[src/rtl/sb_pkg.sv]
// Shared types and sizing helpers for the mismatch scoreboard.
//   state_t      : scoreboard control states
//   num_words()  : number of report words for a given compare width
//   idx_width()  : bits needed to index those report words
package sb_pkg;

    typedef enum logic [1:0] {
        ST_IDLE   = 2'd0,
        ST_RUN    = 2'd1,
        ST_REPORT = 2'd2,
        ST_DONE   = 2'd3
    } state_t;

    // clocks, errors, then one (errors_i, errortime_i) pair per compared bit
    function automatic int unsigned num_words(input int unsigned width);
        return 2 + 2 * width;
    endfunction

    function automatic int unsigned idx_width(input int unsigned width);
        return $clog2(2 + 2 * width);
    endfunction

endpackage

[src/rtl/sat_counter.sv]
// Saturating up-counter with synchronous clear.
//   i_clk   : clock
//   i_reset : synchronous active-high reset
//   i_clear : zero the count (takes priority over i_inc)
//   i_inc   : add one unless already all-ones
//   o_q     : registered count
module sat_counter #(
    parameter int unsigned CNT_W = 32
) (
    input  logic             i_clk,
    input  logic             i_reset,
    input  logic             i_clear,
    input  logic             i_inc,
    output logic [CNT_W-1:0] o_q
);

    logic [CNT_W-1:0] r_q;

    always_ff @(posedge i_clk) begin
        if (i_reset || i_clear) begin
            r_q <= '0;
        end else if (i_inc && (r_q != '1)) begin
            r_q <= r_q + CNT_W'(1);
        end
    end

    assign o_q = r_q;

endmodule

[src/rtl/mismatch_scoreboard.sv]
// Compares reference and DUT output vectors during a test run, counts
// samples and mismatches (total and per bit, with first-error timestamp),
// then streams the counters out over a valid/ready report port.
//   clk, reset          : clock, synchronous active-high reset
//   start, finish       : begin run / end run (single-cycle pulses)
//   sample_valid        : ref_vec / dut_vec carry a sample this cycle
//   rpt_valid/ready     : report handshake; rpt_data word, rpt_last final word
//   busy                : high in RUN and REPORT
//   pass                : high in DONE when no mismatches were seen
module mismatch_scoreboard
    import sb_pkg::*;
#(
    parameter int unsigned WIDTH = 4,
    parameter int unsigned CNT_W = 32
) (
    input  logic             clk,
    input  logic             reset,
    input  logic             start,
    input  logic             sample_valid,
    input  logic [WIDTH-1:0] ref_vec,
    input  logic [WIDTH-1:0] dut_vec,
    input  logic             finish,
    output logic             rpt_valid,
    input  logic             rpt_ready,
    output logic [CNT_W-1:0] rpt_data,
    output logic             rpt_last,
    output logic             busy,
    output logic             pass
);

    localparam int unsigned NUM_WORDS = num_words(WIDTH);
    localparam int unsigned IDX_W     = idx_width(WIDTH);

    state_t             r_state, w_state_nxt;
    logic [IDX_W-1:0]   r_idx, w_idx_nxt;
    logic               r_rpt_valid, w_valid_nxt;
    logic               r_rpt_last, w_last_nxt;
    logic [CNT_W-1:0]   r_rpt_data, w_data_nxt;
    logic               r_busy, r_pass;

    logic               w_run, w_clear, w_sample;
    logic [WIDTH-1:0]   w_bit_err;
    logic [CNT_W-1:0]   w_ts, w_clocks, w_errors, w_clocks_pend;
    logic [CNT_W-1:0]   w_errs_q  [WIDTH];
    logic [CNT_W-1:0]   r_errtime [WIDTH];
    logic [CNT_W-1:0]   w_words   [NUM_WORDS];

    assign w_run     = (r_state == ST_RUN);
    assign w_clear   = start && ((r_state == ST_IDLE) || (r_state == ST_DONE));
    assign w_sample  = w_run && sample_valid;
    assign w_bit_err = w_sample ? (ref_vec ^ dut_vec) : '0;

    sat_counter #(.CNT_W(CNT_W)) u_ts (
        .i_clk(clk), .i_reset(reset), .i_clear(w_clear), .i_inc(w_run), .o_q(w_ts)
    );

    sat_counter #(.CNT_W(CNT_W)) u_clocks (
        .i_clk(clk), .i_reset(reset), .i_clear(w_clear), .i_inc(w_sample), .o_q(w_clocks)
    );

    sat_counter #(.CNT_W(CNT_W)) u_errors (
        .i_clk(clk), .i_reset(reset), .i_clear(w_clear), .i_inc(|w_bit_err), .o_q(w_errors)
    );

    for (genvar gi = 0; gi < int'(WIDTH); gi++) begin : g_bit
        sat_counter #(.CNT_W(CNT_W)) u_errs (
            .i_clk(clk), .i_reset(reset), .i_clear(w_clear), .i_inc(w_bit_err[gi]),
            .o_q(w_errs_q[gi])
        );
    end

    // First-error timestamp per bit; stays 0 until that bit first mismatches
    always_ff @(posedge clk) begin
        for (int i = 0; i < int'(WIDTH); i++) begin
            if (reset || w_clear) begin
                r_errtime[i] <= '0;
            end else if (w_bit_err[i] && (w_errs_q[i] == '0)) begin
                r_errtime[i] <= w_ts;
            end
        end
    end

    // Word 0 is loaded on the finish edge, so it must include a sample
    // arriving in that same cycle; later words read settled counters.
    assign w_clocks_pend = (w_sample && (w_clocks != '1)) ? w_clocks + CNT_W'(1) : w_clocks;

    always_comb begin
        w_words[0] = w_clocks;
        w_words[1] = w_errors;
        for (int i = 0; i < int'(WIDTH); i++) begin
            w_words[2 + 2 * i] = w_errs_q[i];
            w_words[3 + 2 * i] = r_errtime[i];
        end
    end

    // State register and registered outputs
    always_ff @(posedge clk) begin
        if (reset) begin
            r_state     <= ST_IDLE;
            r_idx       <= '0;
            r_rpt_valid <= 1'b0;
            r_rpt_last  <= 1'b0;
            r_rpt_data  <= '0;
            r_busy      <= 1'b0;
            r_pass      <= 1'b0;
        end else begin
            r_state     <= w_state_nxt;
            r_idx       <= w_idx_nxt;
            r_rpt_valid <= w_valid_nxt;
            r_rpt_last  <= w_last_nxt;
            r_rpt_data  <= w_data_nxt;
            r_busy      <= (w_state_nxt == ST_RUN) || (w_state_nxt == ST_REPORT);
            r_pass      <= (w_state_nxt == ST_DONE) && (w_errors == '0);
        end
    end

    // Next-state and next-output logic
    always_comb begin
        w_state_nxt = r_state;
        w_idx_nxt   = r_idx;
        w_valid_nxt = 1'b0;
        w_last_nxt  = 1'b0;
        w_data_nxt  = '0;
        case (r_state)
            ST_IDLE, ST_DONE: begin
                if (start) begin
                    w_state_nxt = ST_RUN;
                    w_idx_nxt   = '0;
                end
            end
            ST_RUN: begin
                if (finish) begin
                    w_state_nxt = ST_REPORT;
                    w_idx_nxt   = '0;
                    w_valid_nxt = 1'b1;
                    w_data_nxt  = w_clocks_pend;
                end
            end
            ST_REPORT: begin
                w_valid_nxt = 1'b1;
                w_last_nxt  = r_rpt_last;
                w_data_nxt  = r_rpt_data;
                if (rpt_ready) begin
                    if (r_rpt_last) begin
                        w_state_nxt = ST_DONE;
                        w_valid_nxt = 1'b0;
                        w_last_nxt  = 1'b0;
                        w_data_nxt  = '0;
                    end else begin
                        w_idx_nxt  = r_idx + IDX_W'(1);
                        w_last_nxt = (r_idx == IDX_W'(NUM_WORDS - 2));
                        w_data_nxt = w_words[w_idx_nxt];
                    end
                end
            end
            default: w_state_nxt = ST_IDLE;
        endcase
    end

    assign rpt_valid = r_rpt_valid;
    assign rpt_last  = r_rpt_last;
    assign rpt_data  = r_rpt_data;
    assign busy      = r_busy;
    assign pass      = r_pass;

endmodule

[config.mk]
export PLATFORM = sky130hd
export DESIGN_NAME = mismatch_scoreboard
export DESIGN_NICKNAME = d
export VERILOG_FILES = /design/src/rtl/sb_pkg.sv /design/src/rtl/sat_counter.sv /design/src/rtl/mismatch_scoreboard.sv
export SDC_FILE = /design/constraint.sdc
export NUM_CORES = 1
export LEC_CHECK = 0
export BUFFER_PORTS_ARGS = -buffer_cell sky130_fd_sc_hd__buf_2
export CORE_MARGIN = 2
export CORE_UTILIZATION = 45
export DETAILED_ROUTE_END_ITERATION = 8
export PLACE_DENSITY = 0.68
export SETUP_SLACK_MARGIN = 0.02
export SLEW_MARGIN = 20
export SYNTH_ARGS = -nofsm -noshare
export SYNTH_HDL_FRONTEND = slang
export SYNTH_SLANG_ARGS = --single-unit
[constraint.sdc]
create_clock -name clk -period 8.5 [get_ports clk]
set_clock_uncertainty 0.2 [all_clocks]
set_input_delay 0.85 -clock clk [delete_from_list [all_inputs] [get_ports clk]]
set_output_delay 0.85 -clock clk [all_outputs]
set_load 0.02 [all_outputs]
==> metrics.md <==
| Metric | Value |
|---|---|
| Outcome | `complete, no violations` |
| Final Cell Area | `0.02219 mm²` |
| Share of cells above drive strength 1 | `0.1221` |
| Fin. Hold Viols | `0` |
| Final Max Slew Viols | `0` |
| Setup violation total in the final timing report | `0` |
| Ys flop type | `dfxtp_1` |
| FILL cells | `4,003` |
| Clock slew at reported path FFs | `60 ps` |
| Footprint of the multi-input gates | `0.01026 mm²` |
| CTS tree | `yes` |
| Area delta synth->final | `11.09%` |
| Req. time, crit path | `8540 ps` |
| RSZ-0062 raised after global routing | `no` |
| Row count | `77` |
| Syn Nets | `2,088` |
| Final HPWL from detailed placement | `43,200 µm` |
| GRT busiest layer | `met2` |
| Worst hold stages | `2` |
| CTS Buffer Depth | `3` |
| Avg Cell Area, Syn | `9.714 µm²` |
| Period utilization | `0.4602` |
| Post-synth ARST share | `0` |
| Vias in the first global route | `15,284` |
| Clock sinks | `394` |
| Area of the die | `0.04609 mm²` |
| # diodes | `0` |
| Crit. End Element | `flip-flop` |
| Max Cap Violations | `0` |
| I/O Pins | `50` |
| Min-Delay Path Class | `flip-flop to flip-flop` |
| Die Y | `214.7 µm` |
| Final antenna-violating net count | `0` |
| Cells on worst reg2reg path | `7` |
| GR Util met2 | `0.4065` |
| Non-filler instance count after layout | `2,680` |
| Vias per cell | `6.079` |
| DRC Markers | `0` |
| Worst path arrival time | `3950 ps` |
| Post-synthesis cell count | `2,056` |
| Leak | `7.385 nW` |
| Iter 0 DRT Violations | `1,957` |
| Seq pwr share | `0.472` |
| Crit Path Class | `flip-flop to flip-flop` |
| Initial core utilization | `0.4536` |
| Die Wd | `214.7 µm` |
| Router iterations before antenna repair | `5` |
| Most frequent cells in the layout | `265 x dfxtp_1, 229 x nor2_1, 167 x nand2_1` |
| Sw frac | `0.2493` |
| Final setup TNS | `0 ps` |
| Tot GR Track Use | `0.2593` |
| Post-Syn Area | `0.01997 mm²` |
| Initial antenna violation count | `1` |
| DR WL/cell | `22.78 µm` |
| Nets | `2,084` |
| # Post-CTS Setup Buffers | `0` |
| Cell variety after synth | `55` |
| Combinational Power Share | `0.089` |
| Hold bufs inserted after CTS | `0` |
| Critical Path Max Stage Delay | `580 ps` |
| First-pass GRT wire length | `92,580 µm` |
| Worst-Margin Slew | `1162 ps` |
| Switch Pwr | `0.001115 W` |
| Tmin final | `3912 ps` |
| Core area | `0.04403 mm²` |
| Power, Total | `0.004473 W` |
| Setup crit start kind | `flip-flop` |
| Achievable clock frequency | `255.6 MHz` |
| CP max stage cell | `and2_1` |
| Internal | `0.003358 W` |
| Clk pwr share | `0.439` |
| Ys Warns | `0` |
| Met3 usage | `0.03972` |
| Max Fanout on Critical Path | `19` |
| Seq/Total Area, Yosys | `0.4591` |
| Critical Path, Cell by Cell | `inv_1 > ha_1 > and2_1 > nand2b_1 > or3_1 > nand2_1 > buf_4` |
| Number of H-tree levels | `2` |
| Placed Area | `0.02069 mm²` |
| EDFF count, synth | `128` |
| Pin count of the biggest net entering global routing | `98` |
| Pwr Density | `201.6 mW/mm²` |
| Clk_lat worst skew | `580 ps` |
| Drt total wl | `61,060 µm` |
| # placed instances | `2,597` |
| TritonCTS buffer count | `45` |
| CTS Root Cell | `clkbuf_16` |
| Number of synthesized register bits | `394` |
| Slew HR | `0.2153` |
| Vias | `16,291` |
| Gpl congestion | `0.9435` |
| Total grt overflow | `0` |
| GR Util met1 | `0.3524` |
| Commonest non-fill, non-tap cell in the layout | `dfxtp_1` |
| I/O Buffers | `49` |
| FF/Latch Area | `0.009173 mm²` |
| Post-CTS resize count | `0` |
| Peak VDD IR | `0.0001361 V` |
==> synth_stat cells, drive strengths merged (4+ instances only) <==
| cell type | number | share of area |
|---|---|---|
| dfxtp | 266 | 0.27 |
| nor2 | 231 | 0.043 |
| nand2 | 167 | 0.031 |
| and2 | 142 | 0.044 |
| edfxtp | 128 | 0.19 |
| xor2 | 119 | 0.052 |
| clkbuf | 105 | 0.020 |
| nand3 | 100 | 0.026 |
| nand4 | 97 | 0.031 |
| a21oi | 67 | 0.017 |
| xnor2 | 67 | 0.029 |
| o21ai | 65 | 0.016 |
| mux4 | 64 | 0.072 |
| nor3 | 53 | 0.013 |
| nor4 | 53 | 0.017 |
| and3 | 45 | 0.014 |
| and4 | 36 | 0.016 |
| a221oi | 34 | 0.015 |
| inv | 34 | 0.0064 |
| mux2 | 33 | 0.019 |
| or3 | 32 | 0.010 |
| ha | 18 | 0.011 |
| buf | 15 | 0.0038 |
| or4 | 11 | 0.0045 |
| a31oi | 9 | 0.0028 |
| nand2b | 7 | 0.0022 |
| nand4b | 7 | 0.0031 |
| nor2b | 6 | 0.0019 |
| nand3b | 5 | 0.0019 |
| nor4b | 5 | 0.0022 |
| a211oi | 4 | 0.0015 |
| mux2i | 4 | 0.0020 |
| nor3b | 4 | 0.0015 |
| o211ai | 4 | 0.0015 |
==> flip-flops by register name (all words and copies together) (netlist names) <==
register,count
g_bit.u_errs.o_q,128
rpt_last,1
u_errors.o_q,32
r_errtime,128
busy,1
r_state,2
pass,1
rpt_data,32
rpt_valid,1
u_clocks.o_q,32
u_ts.o_q,32
r_idx,4
==> kinds of logic after synthesis <==
kind of cell / count (synthesis) / share of synthesized area
compound gates: 199 / 0.06127
xor+xnor: 186 / 0.08156
fa+ha+maj: 18 / 0.01128
buf+inv: 154 / 0.02994
flops: 394 / 0.4591
mux: 101 / 0.09278
simple gates: 1004 / 0.2641
==> power groups by stage <==
stage,Clock (W),Combinational [W],Sequential (W)
2_1_floorplan,0,0.000279,0.00213
3_3_place_gp,0,0.000386,0.00214
3_5_place_dp,0,0.000394,0.00215
4_1_cts,0.00198,0.000397,0.00211
5_1_grt,0.00206,0.000429,0.00212
6_report,0.00196,0.000399,0.00211
==> metrics by stage <==
stage               utilization  hold WS [ps]  setup WS [ps]
global placement         0.4697         300.8           4678
CTS                      0.5038         294.9           4595
finish                   0.5040         300.3           4588
detailed placement       0.4699         281.7           4605
floorplan                     -         262.6           4801
global route             0.5040         350.4           4424
==> worst max-delay path: cells and delay by family (launching register included) <==
family	cells	cell delay (ps)
simple gates	4	2040
buf+inv	2	470
fa+ha+maj	1	530
flops	1	330
==> layer usage <==
layer	vias up	routed length, µm	part of all wire
li1	7444	-	-
met1	7952	25370	0.42
met2	759	27550	0.45
met3	134	5150	0.084
met4	2	2968	0.049
met5	-	12	0.00020
==> layout make-up <==
class,instances,area share
Tap cell,592,0.03338
Clock inverter,12,0.005301
Multi-Input combinational cell,1508,0.4622
Clock buffer,71,0.06197
Inverter,34,0.005752
Timing Repair Buffer,69,0.01799
Sequential cell,394,0.4134
==> worst paths after layout <==
check | from | to | slack [ps]
worst max-delay path | r_state[1]$_SDFF_PP0_ | r_errtime[2][10]$_SDFFCE_PN0P_ | 4590
worst min-delay path | rpt_data[7]$_SDFFE_PP0P_ | rpt_data[7]$_SDFFE_PP0P_ | 300
worst max register to register | r_state[1]$_SDFF_PP0_ | r_errtime[2][10]$_SDFFCE_PN0P_ | 4590
worst min register to register | rpt_data[7]$_SDFFE_PP0P_ | rpt_data[7]$_SDFFE_PP0P_ | 300
(Power assumes the default switching activity.)
